`src/rtl/spu_fetch_unit_if.sv`:
```
// Fetch-unit bus bundle: instruction-store read port, decode handshake and odd-pipe redirect.
interface spu_fetch_unit_if #(
  parameter int IMEM_AW = 11
);
  logic               imem_en;
  logic [0:IMEM_AW-1] imem_addr;
  logic [0:63]        imem_rdata;
  logic               out_valid;
  logic               out_ready;
  logic [0:31]        out_instr0;
  logic [0:31]        out_instr1;
  logic               out_v0;
  logic               out_v1;
  logic [0:31]        out_pc;
  logic               branch_taken;
  logic [0:31]        PC_out;

  modport master (
    output imem_en, imem_addr,
    input  imem_rdata,
    output out_valid, out_instr0, out_instr1, out_v0, out_v1, out_pc,
    input  out_ready,
    input  branch_taken, PC_out
  );

  modport slave (
    input  imem_en, imem_addr,
    output imem_rdata,
    input  out_valid, out_instr0, out_instr1, out_v0, out_v1, out_pc,
    output out_ready,
    output branch_taken, PC_out
  );
endinterface

```
`src/rtl/spu_fetch_unit.sv`:
```
// SPU fetch stage: reads aligned instruction pairs into a small queue and redirects on branch_taken.
// Optional macro FETCH_BYPASS_EN: a pair returning to an empty queue drives the outputs the same cycle.
module spu_fetch_unit #(
  parameter int          DEPTH    = 4,
  parameter int          IMEM_AW  = 11,
  parameter logic [0:31] RESET_PC = 32'h0
) (
  input logic              clk,
  input logic              reset,
  spu_fetch_unit_if.master bus
);
  localparam int PW = $clog2(DEPTH);
  localparam int CW = PW + 1;

  typedef enum logic [1:0] {S_IDLE, S_RUN, S_REDIRECT} state_t;

  state_t        state_reg, state_next;
  logic [0:31]   fetch_pc_reg;
  logic [0:31]   target_reg;
  logic          odd_reg;
  logic          epoch_reg;
  logic          inflight_reg;
  logic          inflight_epoch_reg;
  logic          inflight_v0_reg;
  logic [0:31]   inflight_pc_reg;
  logic [CW-1:0] count_reg;
  logic [PW-1:0] head_reg, tail_reg;

  logic [0:31]   q_instr0 [DEPTH];
  logic [0:31]   q_instr1 [DEPTH];
  logic [0:31]   q_pc     [DEPTH];
  logic          q_v0     [DEPTH];

  logic flush, data_ok, bypass_sel, issue, valid_int, handshake, push, pop;
  logic unused_target_bits;

  assign unused_target_bits = ^target_reg[30:31];

  assign flush   = bus.branch_taken && (state_reg != S_IDLE);
  // Reads launched before the last redirect carry a stale epoch and are dropped on return.
  assign data_ok = inflight_reg && (inflight_epoch_reg == epoch_reg);

`ifdef FETCH_BYPASS_EN
  assign bypass_sel = data_ok && (count_reg == '0);
`else
  assign bypass_sel = 1'b0;
`endif

  always_comb begin
    state_next = state_reg;
    issue      = 1'b0;
    valid_int  = 1'b0;
    case (state_reg)
      S_IDLE: state_next = S_RUN;
      S_RUN: begin
        issue     = (count_reg + CW'(inflight_reg)) < CW'(DEPTH);
        valid_int = (count_reg != '0) || bypass_sel;
        if (bus.branch_taken) state_next = S_REDIRECT;
      end
      S_REDIRECT: begin
        if (!bus.branch_taken) state_next = S_RUN;
      end
      default: state_next = S_IDLE;
    endcase
  end

  assign handshake = valid_int && bus.out_ready && !flush;
  assign pop       = handshake && !bypass_sel;
  assign push      = data_ok && !flush && !(bypass_sel && handshake);

  assign bus.imem_en   = issue;
  assign bus.imem_addr = fetch_pc_reg[29-IMEM_AW:28];
  assign bus.out_valid = valid_int;
  assign bus.out_v1    = valid_int;

  // Slot data is forced to zero whenever nothing is being offered.
  always_comb begin
    bus.out_instr0 = '0;
    bus.out_instr1 = '0;
    bus.out_pc     = '0;
    bus.out_v0     = 1'b0;
    if (valid_int) begin
      if (bypass_sel) begin
        bus.out_instr0 = bus.imem_rdata[0:31];
        bus.out_instr1 = bus.imem_rdata[32:63];
        bus.out_pc     = inflight_pc_reg;
        bus.out_v0     = inflight_v0_reg;
      end else begin
        bus.out_instr0 = q_instr0[head_reg];
        bus.out_instr1 = q_instr1[head_reg];
        bus.out_pc     = q_pc[head_reg];
        bus.out_v0     = q_v0[head_reg];
      end
    end
  end

  always_ff @(posedge clk or posedge reset) begin
    if (reset) begin
      state_reg <= S_IDLE;
    end else begin
      state_reg <= state_next;
    end
  end

  always_ff @(posedge clk or posedge reset) begin
    if (reset) begin
      fetch_pc_reg       <= RESET_PC;
      target_reg         <= '0;
      odd_reg            <= 1'b0;
      epoch_reg          <= 1'b0;
      inflight_reg       <= 1'b0;
      inflight_epoch_reg <= 1'b0;
      inflight_v0_reg    <= 1'b0;
      inflight_pc_reg    <= '0;
      count_reg          <= '0;
      head_reg           <= '0;
      tail_reg           <= '0;
    end else begin
      inflight_reg <= issue;
      if (issue) begin
        fetch_pc_reg       <= fetch_pc_reg + 32'd8;
        inflight_pc_reg    <= fetch_pc_reg;
        inflight_epoch_reg <= epoch_reg;
        inflight_v0_reg    <= !odd_reg;
        odd_reg            <= 1'b0;
      end
      // An odd-word target still fetches the whole aligned pair; slot 0 is marked invalid.
      if (state_reg == S_REDIRECT) begin
        fetch_pc_reg <= {target_reg[0:28], 3'b000};
        odd_reg      <= target_reg[29];
      end
      if (flush) begin
        target_reg <= bus.PC_out;
        epoch_reg  <= ~epoch_reg;
        count_reg  <= '0;
        head_reg   <= '0;
        tail_reg   <= '0;
      end else begin
        if (push) tail_reg <= tail_reg + PW'(1);
        if (pop)  head_reg <= head_reg + PW'(1);
        count_reg <= count_reg + CW'(push) - CW'(pop);
      end
    end
  end

  always_ff @(posedge clk) begin
    if (push) begin
      q_instr0[tail_reg] <= bus.imem_rdata[0:31];
      q_instr1[tail_reg] <= bus.imem_rdata[32:63];
      q_pc[tail_reg]     <= inflight_pc_reg;
      q_v0[tail_reg]     <= inflight_v0_reg;
    end
  end
endmodule

```
`src/flat_wrapper.sv`:
```
// flat-port wrapper written by rule: the top's interface ports become plain ports
module spu_fetch_unit_flat 
#(
  parameter int          DEPTH    = 4,
  parameter int          IMEM_AW  = 11,
  parameter logic [0:31] RESET_PC = 32'h0
)
  (clk, reset, bus_imem_en, bus_imem_addr, bus_imem_rdata, bus_out_valid, bus_out_instr0, bus_out_instr1, bus_out_v0, bus_out_v1, bus_out_pc, bus_out_ready, bus_branch_taken, bus_PC_out);
  spu_fetch_unit_if #(.IMEM_AW(IMEM_AW)) bus_i ();
  input logic clk;
  input logic reset;
  output wire logic [$bits(bus_i.imem_en)-1:0] bus_imem_en;
  output wire logic [$bits(bus_i.imem_addr)-1:0] bus_imem_addr;
  input wire logic [$bits(bus_i.imem_rdata)-1:0] bus_imem_rdata;
  output wire logic [$bits(bus_i.out_valid)-1:0] bus_out_valid;
  output wire logic [$bits(bus_i.out_instr0)-1:0] bus_out_instr0;
  output wire logic [$bits(bus_i.out_instr1)-1:0] bus_out_instr1;
  output wire logic [$bits(bus_i.out_v0)-1:0] bus_out_v0;
  output wire logic [$bits(bus_i.out_v1)-1:0] bus_out_v1;
  output wire logic [$bits(bus_i.out_pc)-1:0] bus_out_pc;
  input wire logic [$bits(bus_i.out_ready)-1:0] bus_out_ready;
  input wire logic [$bits(bus_i.branch_taken)-1:0] bus_branch_taken;
  input wire logic [$bits(bus_i.PC_out)-1:0] bus_PC_out;
  assign bus_imem_en = bus_i.imem_en;
  assign bus_imem_addr = bus_i.imem_addr;
  assign bus_i.imem_rdata = bus_imem_rdata;
  assign bus_out_valid = bus_i.out_valid;
  assign bus_out_instr0 = bus_i.out_instr0;
  assign bus_out_instr1 = bus_i.out_instr1;
  assign bus_out_v0 = bus_i.out_v0;
  assign bus_out_v1 = bus_i.out_v1;
  assign bus_out_pc = bus_i.out_pc;
  assign bus_i.out_ready = bus_out_ready;
  assign bus_i.branch_taken = bus_branch_taken;
  assign bus_i.PC_out = bus_PC_out;
  spu_fetch_unit #(.DEPTH(DEPTH), .IMEM_AW(IMEM_AW), .RESET_PC(RESET_PC)) u_core (.clk(clk), .reset(reset), .bus(bus_i));
endmodule
```
`config.mk`:
```
export PLATFORM = sky130hd
export DESIGN_NAME = spu_fetch_unit_flat
export DESIGN_NICKNAME = d
export VERILOG_FILES = /design/src/rtl/spu_fetch_unit_if.sv /design/src/rtl/spu_fetch_unit.sv /design/src/flat_wrapper.sv
export SDC_FILE = /design/constraint.sdc
export NUM_CORES = 1
export LEC_CHECK = 0
export ABC_AREA = 1
export CAP_MARGIN = 20
export CORE_UTILIZATION = 40
export DETAILED_ROUTE_END_ITERATION = 8
export SKIP_CTS_REPAIR_TIMING = 1
export SLEW_MARGIN = 20
export SYNTH_ARGS = -nofsm -noshare
export SYNTH_HDL_FRONTEND = slang
export SYNTH_SLANG_ARGS = --single-unit
```
`constraint.sdc`:
```
create_clock -name clk -period 14.6 [get_ports clk]
set_input_delay 4.38 -clock clk [delete_from_list [all_inputs] [get_ports clk]]
set_output_delay 4.38 -clock clk [all_outputs]
set_load 0.01 [all_outputs]
```
======== Word level (Yosys, flattened, before mapping) ========
Memory sizes are Yosys's and may differ from the RTL's.
Cells that the tools add are included.
operators by class
  $add $sub $neg .......................... 6
  order comparisons ....................... 1
  eq/ne operators ......................... 5
  multiplexer cells ....................... 20
  bitwise operators ....................... 1
  reduce and logical (&&, ||, !) cells .... 14
operators by type and width
  cell                                                 number
  2-to-1 mux 32 bit                                    5
  adder 32 x 4 -> 32 bit, second input constant        1
  2-to-1 mux 2 bit                                     6
  nonzero test 2 bit                                   4
  2-to-1 mux 1 bit                                     7
  adder 3 x 1 -> 3 bit                                 2
  case mux 2 bit (3 select lines)                      1
  logical AND 1 bit                                    5
  adder 2 x 1 -> 2 bit, second input constant          2
  != test 2 bit, second input constant                 2
  < comparator 3 bit, second input constant            1
  2-to-1 mux 3 bit                                     1
  nonzero test 3 bit                                   1
  subtractor 3 x 1 -> 3 bit                            1
  equality test 2 x 1 -> 1 bit, second input constant  1
  equality test 2 bit, second input constant           1
  logical NOT 1 bit                                    2
  logical NOT 2 bit                                    1
  AND reduction 2 bit                                  1
  equality test 1 bit                                  1
  NOT 1 bit                                            1
word-level totals
  register bits after elaboration ......... 110
  bits in writable memories ............... 388
  input bits .............................. 100
  output and inout port bits .............. 111
  logic and storage cells ................. 63
  memories ................................ 4
memory list
  name             depth  width  read ports  clocked after Yosys merged registers in  wr ports  line                  RTL
  u_core.q_instr0  4      32     1           0                                        1         spu_fetch_unit.sv:29  logic [0:31] q_instr0 [DEPTH];
  u_core.q_instr1  4      32     1           0                                        1         spu_fetch_unit.sv:30  logic [0:31] q_instr1 [DEPTH];
  u_core.q_pc      4      32     1           0                                        1         spu_fetch_unit.sv:31  logic [0:31] q_pc [DEPTH];
  u_core.q_v0      4      1      1           0                                        1         spu_fetch_unit.sv:32  logic q_v0 [DEPTH];

======== Longest topological paths before layout ========
Gate-level depths: netlist of run 1.
  depth in word-level cells ............... 7
  depth in mapped cells ................... 13

======== Worst setup path after synthesis of run 1 ========
Ideal clock, no wire load.
  path kind ............................... input-to-reg
  start ................................... input bus_branch_taken
  end ..................................... memory u_core.q_instr0[0][0] (netlist name), enable pin
  setup time .............................. 548 ps
  data arrival time ....................... 8,651 ps
  data required time ...................... 14,052 ps
  path slack .............................. 5,401 ps
  stages on the path ...................... 3
  cell sequence ........................... o21ai_2 > nand3_1 > nor2_1
on the way
  longest elaborated chain between the ends .. 5
RTL lines
  what                                    line                   RTL
  start: declaration                      flat_wrapper.sv:22     input wire logic [$bits(bus_i.branch_taken)-1:0] bus_branch_taken;
  logical AND 1 bit                       spu_fetch_unit.sv:39   assign flush = bus.branch_taken && (state_reg != S_IDLE);
  logical NOT 1 bit                       spu_fetch_unit.sv:69   assign push = data_ok && !flush && !(bypass_sel && handshake);
  logical AND 1 bit                       spu_fetch_unit.sv:69
  2-to-1 mux 1 bit                        spu_fetch_unit.sv:147  if (push) begin
  2-to-1 mux 1 bit (not written as such)  spu_fetch_unit.sv:148  q_instr0[tail_reg] <= bus.imem_rdata[0:31];
  end: declaration                        spu_fetch_unit.sv:29
Every way passes these cells.

======== Worst setup path after layout of run 1 ========
  start ................................... register u_core.head_reg[0]
  end ..................................... output bus_out_pc[22]
on the way
  longest elaborated chain between the ends .. 2
RTL lines
  what                      line                   RTL
  start: declaration        spu_fetch_unit.sv:27   logic [PW-1:0] head_reg, tail_reg;
  start signal: assignment  spu_fetch_unit.sv:140  if (pop) head_reg <= head_reg + PW'(1);
  memory (4 x 32 bit)       n/a
  2-to-1 mux 32 bit         spu_fetch_unit.sv:82   if (valid_int) begin
  end: declaration          flat_wrapper.sv:20     output wire logic [$bits(bus_i.out_pc)-1:0] bus_out_pc;
Every way passes these cells.

==> flow_summary_export.csv, run 1 <==
group,metric,value,unit
run_status,status,"finished clean",
synthesis,syn_inst,1772,
worst_setup_path,cp_slowest_stage_delay,0.70,ns
floorplan,row_count,80,
sta,finalClockSkew,0.0137,ns
final_layout,antennaDiodeCount,0,
pwr,sw_frac_of_total,0.327,
floorplan,die_y,223,um
pwr,power_switching,1.43,mW
sta,final-setup-viol-count,0,
clocking,h-tree-depth,2,
synthesis,async_flop_share,0.213,
min_path,hold_path_end,"u_core.inflight_v0_reg$_DFFE_PP0P_",
clocking,cts_buffers,50,
pwr,pwr-share-comb,0.276,
clocking,cts_tree,"built",
pwr,irDropWorstVdd,0.000115,V
synthesis,syn_area_per_cell,11.0,um2
synthesis,yosys.area_share.simple,0.147,
place,dp_hpwl,25.7,mm
clocking,cts.sinks,478,
synthesis,synth_edf_count,376,
pwr,p_leak,8.71,nW
synthesis,synthTopCellsByCount,"410 x nor2_1, 376 x edfxtp_1, 277 x nand2_1",
synthesis,synth.cell_area,19600,um2
global_route,grt_max_degree,111,
floorplan,die_w,223,um
synthesis,muxShareOfSynthArea,0,
worst_setup_path,required,10.22,ns
floorplan,num_io_pins,211,
sta,finalHoldViolCount,0,
synthesis,yosys_warnings,0,
pwr,intPower,2.94,mW
worst_setup_path,cp_max_fo,80,
pwr,p_seq_frac,0.435,
synthesis,yosysMostFrequentCell,"nor2_1",
global_route,grt-ovfl-total,0,
synthesis,synth-xor-area-share,0.00627,
clocking,path_clk_slew,0.06,ns
sta,fmax,122,MHz
global_route,grt_use_total,0.180,
synthesis,yosys-top-cells-area,"edfxtp_1 58%, dfrtp_1 13%, nor2_1 7.9%",
floorplan,design.die.area,49800,um2
worst_setup_path,crit_family,"buffers and inverters",
worst_setup_path,path_depth,6,
synthesis,synth_compound_area_frac,0.0900,
detailed_routing,route.vias.total,12822,
sta,rsz0062_at_grt,"no",
floorplan,core,48000,um2
worst_setup_path,crit_chain,"buf_12 > inv_4 > buf_4 > o21ai_0 > a21oi_1 > clkdlybuf4s50_1",
sta,fin_crit,8.21,ns
synthesis,synth_ff_type,"edfxtp_1",
sta,worstMarginPinSlew,1.07,ns
final_layout,fin_nets,2052,
min_path,min_path_type,"reg2reg",
detailed_routing,drc,0,
worst_setup_path,timing.rr.end,"u_core.count_reg[2]$_DFF_PP0_",
worst_setup_path,critPathCaptureType,"output port",
worst_setup_path,r2r_slack,10.51,ns
clocking,cts-root-buf,"clkbuf_16",
final_layout,syn_to_final_growth,21.2,%
sta,hold_ws,0.475,ns
min_path,worstHoldStart,"u_core.odd_reg$_DFFE_PP0P_",
sta,drv_slew,0,
worst_setup_path,slowest_stage,"buf_4",
worst_setup_path,path_buf_inv,4,
min_path,hold_path_depth,1,
sta,fin_crit_sh,0.563,
synthesis,synth_cell_types,32,
detailed_routing,viasPerCell,4.93,
run,cap_violations,0,
detailed_routing,firstDrtPassIters,5,
sta,relSlewSlack,0.283,
final_layout,fill_cells,4328,
worst_setup_path,critPathLaunchType,"flip-flop",
global_route,grt_pass1_wl,69.8,mm
floorplan,start_util,0.407,
worst_setup_path,arrival,3.83,ns
final_layout,reg_top3,"u_core.q_instr0 x128, u_core.q_instr1 x128, u_core.q_pc x116",
detailed_routing,routedWlPerCell,17.5,um
worst_setup_path,worstSetupPathType,"reg2out",
pwr,p_per_area,185,nW/um2
clocking,clock_latency,0.58,ns
synthesis,synth-seq-area-share,0.707,
worst_setup_path,reg2reg_from,"u_core.count_reg[1]$_DFF_PP0_",
clocking,cts_buffer_depth,3,
synthesis,yosysTopAreaCell,"edfxtp_1",
synthesis,synth_fa_ha_area_frac,0.00550,
place,pre_cts_slack,6.49,ns
place,io_buffers,205,
final_layout,drive_gt1_frac,0.0619,
synthesis,yosys_register_bits,478,
pwr,clockPowerShare,0.289,
sta,tns,0,ns
detailed_routing,ant_nets,0,
place,place_congestion,0.837,
global_route,grt_pass1_vias,12283,
global_route,antenna_found_initial,1,
synthesis,synth_top_area_share,0.577,
detailed_routing,wl,45.4,mm
detailed_routing,drtIter0Drc,853,
worst_setup_path,reg2regPathDepth,14,
sta,finalWorstSetupSlack,6.39,ns
synthesis,synth_top_family_by_area,"simple AND/OR/NAND/NOR gates",
-- area by class of cell --
type                    instances  area, um2  share of cell area
inverters                      80        307              0.0129
clock buffers                  66       1330              0.0562
clock inverters                28        310              0.0131
multi-input cells            1109       4920               0.207
well taps                     615        769              0.0324
flip-flops and latches        478      13900               0.584
repair buffers                225       2230              0.0939
-- worst reg2reg max path, cell delays in order, from the launching register on --
cell     delay [ns]
dfrtp_1        0.44
inv_1          0.08
nand2_1        0.10
o21ai_4        0.82
buf_4          0.86
inv_1          0.27
nand2_1        0.20
nor2_1         0.06
ha_1           0.27
inv_1          0.06
ha_1           0.13
inv_1          0.05
fa_1           0.38
and3_1         0.18
nor3_1         0.13
-- routing by layer --
metal,GRT usage,vias up,part of all wire
li1,-,6333,-
met1,0.257,6148,0.46
met2,0.287,284,0.47
met3,0.0328,55,0.051
met4,0.0420,2,0.016
met5,0,-,0.00024
-- worst max path at each step --
stage                                        start                               to
finish              u_core.head_reg[0]$_DFFE_PP0P_                   bus_out_pc[22]
global route        u_core.head_reg[0]$_DFFE_PP0P_                       bus_out_v0
CTS                 u_core.head_reg[0]$_DFFE_PP0P_                       bus_out_v0
detailed placement  u_core.head_reg[0]$_DFFE_PP0P_                       bus_out_v0
global placement    u_core.head_reg[0]$_DFFE_PP0P_                       bus_out_v0
floorplan                         bus_branch_taken  u_core.q_instr0[0][0]$_DFFE_PP_
-- kinds of logic (layout without fill, tap and decap cells) --
group,after synthesis,after routing
simple gates,737,737
flops,478,478
compound gates,347,347
buf+inv,187,399
xor+xnor,14,14
fa+ha+maj,8,8
other cells,1,3
-- stage by stage --
stage	instance area, um2	util	cells	total power [mW]
6_report	23700	0.494	2601	4.38
5_1_grt	23700	0.494	2601	4.63
4_1_cts	23700	0.493	2599	4.43
3_5_place_dp	22000	0.459	2505	3.14
3_3_place_gp	22000	0.459	2505	3.12
2_1_floorplan	19600	-	1774	2.65
-- cell usage in the layout (no fill, tap or decap), drive strengths merged --
master         count
a21oi             98
and2               1
and3               1
buf               20
bufinv             6
clkbuf            66
clkdlybuf4s50    205
clkinv            20
clkinvlp           1
conb               3
dfrtp            102
edfxtp           376
fa                 1
ha                 7
inv               81
nand2            280
nand3             31
nand4              1
nor2             420
nor3               2
o211ai             7
o21ai            242
or2                1
xnor2              2
xor2              12
-- power by group through the flow --
| stage | Combinational, mW | Clock (mW) | Sequential, mW |
|---|---|---|---|
| final | 1.21 | 1.27 | 1.90 |
| after global routing | 1.35 | 1.35 | 1.93 |
| after CTS | 1.20 | 1.30 | 1.93 |
| after detailed placement | 1.19 | 0 | 1.95 |
| after global placement | 1.18 | 0 | 1.94 |
| after floorplan | 0.780 | 0 | 1.87 |
(Power assumes the default switching activity.)
==> run 2, diff against run 1 <==
clock period = 8.5 ns   (was 14.6 ns; I/O delays follow)
==> run 2 against run 1 <==
  * Setup slack lost 4.5 ns
  * Via count shrank 0.16%
  * Clock skew is essentially flat
  * Non-clock buffer count grew 2
  * Power grew 72%
  * Final cell count is the same
  * Critical path depth grew 1
  * Critical endpoint is now bus_out_instr1[22]
  * Largest cell class unchanged
  * Highest routed layer is now met4
==> flow_summary_export.csv, run 2 (same netlist as run 1, synthesis figures left out) <==
group,metric,value,unit
detailed_routing,wl,45.1,mm
floorplan,num_io_pins,211,
clocking,cts-root-buf,"clkbuf_16",
floorplan,die_y,223,um
global_route,grt-ovfl-total,0,
global_route,grt_pass1_wl,69.1,mm
sta,fin_crit,6.62,ns
final_layout,fin_nets,2053,
detailed_routing,viasPerCell,4.92,
worst_setup_path,required,5.95,ns
pwr,p_per_area,316,nW/um2
place,placed_cell_area,22100,um2
pwr,p_leak,8.74,nW
place,dpl.cell_count,2509,
sta,relSlewSlack,0.410,
place,place_congestion,0.835,
run_status,status,"finished clean",
final_layout,fin_util,0.495,
pwr,irDropWorstVdd,0.000180,V
floorplan,die_w,223,um
worst_setup_path,critPathLaunchType,"flip-flop",
worst_setup_path,cp_slowest_stage_delay,0.79,ns
sta,fin_crit_sh,0.779,
detailed_routing,drtIter0Drc,919,
global_route,grt_pass1_vias,12222,
sta,final-setup-viol-count,0,
final_layout,reg_top3,"u_core.q_instr0 x128, u_core.q_instr1 x128, u_core.q_pc x116",
worst_setup_path,worstSetupPathType,"reg2out",
final_layout,stdcell_area,23800,um2
final_layout,finalNonFillerCells,2601,
final_layout,syn_to_final_growth,21.6,%
clocking,cts.sinks,478,
clocking,h-tree-depth,2,
sta,finalClockSkew,0.0139,ns
final_layout,final_common_cell,"nor2_1",
sta,hold_ws,0.473,ns
sta,rsz0062_at_grt,"no",
detailed_routing,ant_nets,0,
clocking,path_clk_slew,0.06,ns
place,dp_hpwl,26.1,mm
clocking,clock_latency,0.57,ns
worst_setup_path,crit_chain,"buf_4 > buf_4 > nor2_1 > nor2_1 > o21ai_0 > a21oi_1 > clkdlybuf4s50_1",
floorplan,design.die.area,49800,um2
worst_setup_path,cp_max_fo,76,
sta,fmax,151,MHz
detailed_routing,route.vias.total,12802,
final_layout,fill_cells,4299,
detailed_routing,routedWlPerCell,17.3,um
worst_setup_path,slowest_stage,"dfrtp_4",
detailed_routing,drc,0,
worst_setup_path,critPathCaptureType,"output port",
floorplan,start_util,0.407,
clocking,cts_buffers,49,
clocking,cts_buffer_depth,3,
worst_setup_path,arrival,4.07,ns
clocking,cts_tree,"built",
sta,tns,0,ns
min_path,min_path_type,"reg2reg",
global_route,grt_max_degree,126,
floorplan,row_count,80,
sta,worstMarginPinSlew,0.885,ns
place,io_buffers,205,
run,cap_violations,0,
sta,drv_slew,0,
floorplan,core,48000,um2
sta,finalHoldViolCount,0,
global_route,grt_use_total,0.179,
detailed_routing,firstDrtPassIters,6,
global_route,antenna_found_initial,1,
final_layout,drive_gt1_frac,0.0640,
final_layout,layout_common_cells,"406 x nor2_1, 376 x edfxtp_1, 277 x nand2_1",
run 2: changes by cell type in the layout (fill, tap and decap cells not counted), sizes merged:
cell | previous run | this run
clkinvlp | 1 | 2
clkinv | 20 | 17
diode | 0 | 1
bufinv | 6 | 5
buf | 20 | 22
run 2: final cells by class:
cell class / instances / area [um2] / area share
Antenna cell: 1 / 2.50 / 0.000105
Clock buffer: 66 / 1400 / 0.0587
Clock inverter: 25 / 263 / 0.0110
Inverter: 80 / 309 / 0.0130
Multi-Input combinational cell: 1109 / 4920 / 0.207
Sequential cell: 478 / 13900 / 0.582
Tap cell: 615 / 769 / 0.0323
Timing Repair Buffer: 227 / 2280 / 0.0960
run 2: routing by layer:
layer  track usage  wire (um)
met1         0.247      20300
met2         0.292      21500
met3        0.0342       2420
met4        0.0427        765
met5             0          0
run 2: power by group:
group          leakage [nW]  switching [mW]  total [mW]  internal (mW)
clock network         0.812           0.878        2.19           1.31
logic                  3.22            1.28        2.06          0.781
registers              4.70           0.294        3.28           2.98
total                  8.74            2.45        7.53           5.07
run 2: metrics by stage:
step	setup WS (ns)	power [mW]
6_report	1.88	7.53
4_1_cts	1.79	7.62
3_3_place_gp	2.44	5.36
3_5_place_dp	2.41	5.42
5_1_grt	1.55	7.96
2_1_floorplan	1.13	4.55
run 2: path summary, 6_finish.rpt:
kind,from,to,slack [ns],cells past startpoint
setup / recovery,u_core.head_reg[0]$_DFFE_PP0P_,bus_out_instr1[22],1.88,7
hold / removal,u_core.target_reg[10]$_DFFE_PP0P_,u_core.target_reg[10]$_DFFE_PP0P_,0.47,2
setup reg to reg,u_core.state_reg[1]$_DFFE_PP0P_,u_core.q_instr0[2][6]$_DFFE_PP_,5.61,6
hold reg to reg,u_core.target_reg[10]$_DFFE_PP0P_,u_core.target_reg[10]$_DFFE_PP0P_,0.47,2
max in group asynchronous,reset,u_core.inflight_pc_reg[26]$_DFFE_PP0P_,5.20,3
min in group asynchronous,reset,u_core.state_reg[1]$_DFFE_PP0P_,2.28,2
run 2: worst max-delay path, delay by kind of cell, from the launching register on:
family                 cells  cell delay [ns]
flip-flops                 1             0.79
AND/OR/NAND/NOR            2             0.21
AO/OA/AOI/OAI              2             0.35
buffers and inverters      3             2.06
==> run 3, diff against run 2 <==
clock period = 6.8 ns   (was 8.5 ns; I/O delays follow)
==> run 3 against run 2 <==
  * Sequential share of layout area up 0.24 points
  * Non-clock buffer count unchanged
  * Register-to-register slack lost 2.0 ns
  * Die area did not move
  * Power up 24%
  * Critical path depth shrank 2
  * Clock skew up 0.0036 ns
  * Sequential power is 26% higher
  * Critical path type unchanged
  * Critical endpoint is now bus_out_instr1[27]
==> flow_summary_export.csv, run 3 (same netlist as run 1, synthesis figures left out) <==
group,metric,value,unit
global_route,antenna_found_initial,0,
final_layout,fin_util,0.493,
global_route,grt_use_total,0.180,
pwr,irDropWorstVdd,0.000241,V
worst_setup_path,slowest_stage,"dfrtp_4",
final_layout,fill_cells,4289,
detailed_routing,firstDrtPassIters,5,
sta,fin_crit_sh,0.826,
worst_setup_path,reg2reg_from,"u_core.count_reg[1]$_DFF_PP0_",
sta,final-setup-viol-count,0,
sta,fmax,178,MHz
floorplan,design.die.area,49800,um2
clocking,cts_buffers,50,
worst_setup_path,worstSetupPathType,"reg2out",
sta,fin_crit,5.62,ns
worst_setup_path,crit_chain,"inv_4 > buf_12 > o21ai_0 > a21oi_1 > clkdlybuf4s50_1",
run_status,status,"finished clean",
clocking,cts_tree,"built",
floorplan,num_io_pins,211,
worst_setup_path,cp_max_fo,116,
sta,finalClockSkew,0.0175,ns
pwr,p_per_area,393,nW/um2
sta,drv_slew,0,
final_layout,fin_nets,2054,
clocking,cts.sinks,478,
min_path,min_path_type,"reg2reg",
worst_setup_path,cp_slowest_stage_delay,0.76,ns
global_route,grt-ovfl-total,0,
sta,relSlewSlack,0.313,
pwr,p_total,9.32,mW
detailed_routing,drtIter0Drc,905,
worst_setup_path,r2r_slack,3.57,ns
floorplan,core,48000,um2
global_route,grt_pass1_vias,12628,
detailed_routing,ant_nets,0,
run,cap_violations,0,
detailed_routing,routedWlPerCell,17.3,um
sta,tns,0,ns
min_path,worstHoldStart,"u_core.target_reg[10]$_DFFE_PP0P_",
min_path,hold_path_depth,2,
final_layout,antennaDiodeCount,0,
detailed_routing,wl,45.1,mm
min_path,hold_path_end,"u_core.target_reg[10]$_DFFE_PP0P_",
detailed_routing,viasPerCell,4.97,
worst_setup_path,required,4.76,ns
final_layout,syn_to_final_growth,21.1,%
clocking,clock_latency,0.58,ns
clocking,path_clk_slew,0.06,ns
place,dpl.cell_count,2509,
final_layout,reg_top3,"u_core.q_instr0 x128, u_core.q_instr1 x128, u_core.q_pc x116",
sta,worstMarginPinSlew,1.03,ns
detailed_routing,route.vias.total,12924,
global_route,grt_max_degree,117,
floorplan,die_w,223,um
clocking,cts_buffer_depth,3,
pwr,p_leak,8.70,nW
final_layout,drive_gt1_frac,0.0620,
worst_setup_path,critPathLaunchType,"flip-flop",
worst_setup_path,timing.rr.end,"u_core.count_reg[2]$_DFF_PP0_",
place,dp_hpwl,26.2,mm
global_route,grt_pass1_wl,69.8,mm
clocking,h-tree-depth,2,
sta,finalHoldViolCount,0,
clocking,cts-root-buf,"clkbuf_16",
final_layout,layout_common_cells,"406 x nor2_1, 376 x edfxtp_1, 277 x nand2_1",
sta,rsz0062_at_grt,"no",
sta,hold_ws,0.477,ns
floorplan,row_count,80,
worst_setup_path,arrival,3.58,ns
floorplan,die_y,223,um
detailed_routing,drc,0,
final_layout,finalNonFillerCells,2599,
final_layout,final_common_cell,"nor2_1",
place,place_congestion,0.829,
worst_setup_path,critPathCaptureType,"output port",
place,io_buffers,205,
worst_setup_path,reg2regPathDepth,14,
floorplan,start_util,0.407,
[run 3: layout make-up]
class | count | area, um2 | area share
flip-flops and latches | 478 | 13900 | 0.585
multi-input cells | 1109 | 4920 | 0.208
repair buffers | 227 | 2270 | 0.0957
clock buffers | 64 | 1350 | 0.0568
well taps | 615 | 769 | 0.0325
inverters | 80 | 307 | 0.0129
clock inverters | 26 | 238 | 0.0100
[run 3: per-layer routing]
metal  track usage  wire length (um)
met1         0.248             20600
met2         0.294             21300
met3        0.0286              2310
met4        0.0543               865
met5             0                 0
[run 3: worst max path at each step]
stage / start / to / slack, ns
2_1_floorplan: bus_branch_taken / u_core.q_instr0[0][0]$_DFFE_PP_ / -0.06
3_3_place_gp: u_core.head_reg[1]$_DFFE_PP0P_ / bus_out_instr0[14] / 1.54
3_5_place_dp: u_core.head_reg[0]$_DFFE_PP0P_ / bus_out_instr1[27] / 1.76
4_1_cts: u_core.head_reg[0]$_DFFE_PP0P_ / bus_out_instr1[27] / 1.13
5_1_grt: u_core.head_reg[0]$_DFFE_PP0P_ / bus_out_pc[16] / 0.95
6_report: u_core.head_reg[0]$_DFFE_PP0P_ / bus_out_instr1[27] / 1.18
[run 3: report_power, final]
| part | switching [mW] | leakage (nW) | internal, mW |
|---|---|---|---|
| sequential | 0.385 | 4.70 | 3.73 |
| clock | 1.08 | 0.777 | 1.55 |
| combinational | 1.60 | 3.22 | 0.974 |
| total | 3.07 | 8.70 | 6.25 |
[run 3: worst max-delay path, delay by kind of cell, from the launching register on]
family,cells,cell delay (ns)
buffers and inverters,3,1.71
DFF,1,0.76
AOI/OAI and AO/OA,2,0.41
[run 3: stage by stage]
step,cell area (um2),setup WS (ns)
finish,23700,1.18
global route,23700,0.950
CTS,23700,1.13
detailed placement,22100,1.76
global placement,22100,1.54
floorplan,19600,-0.0592
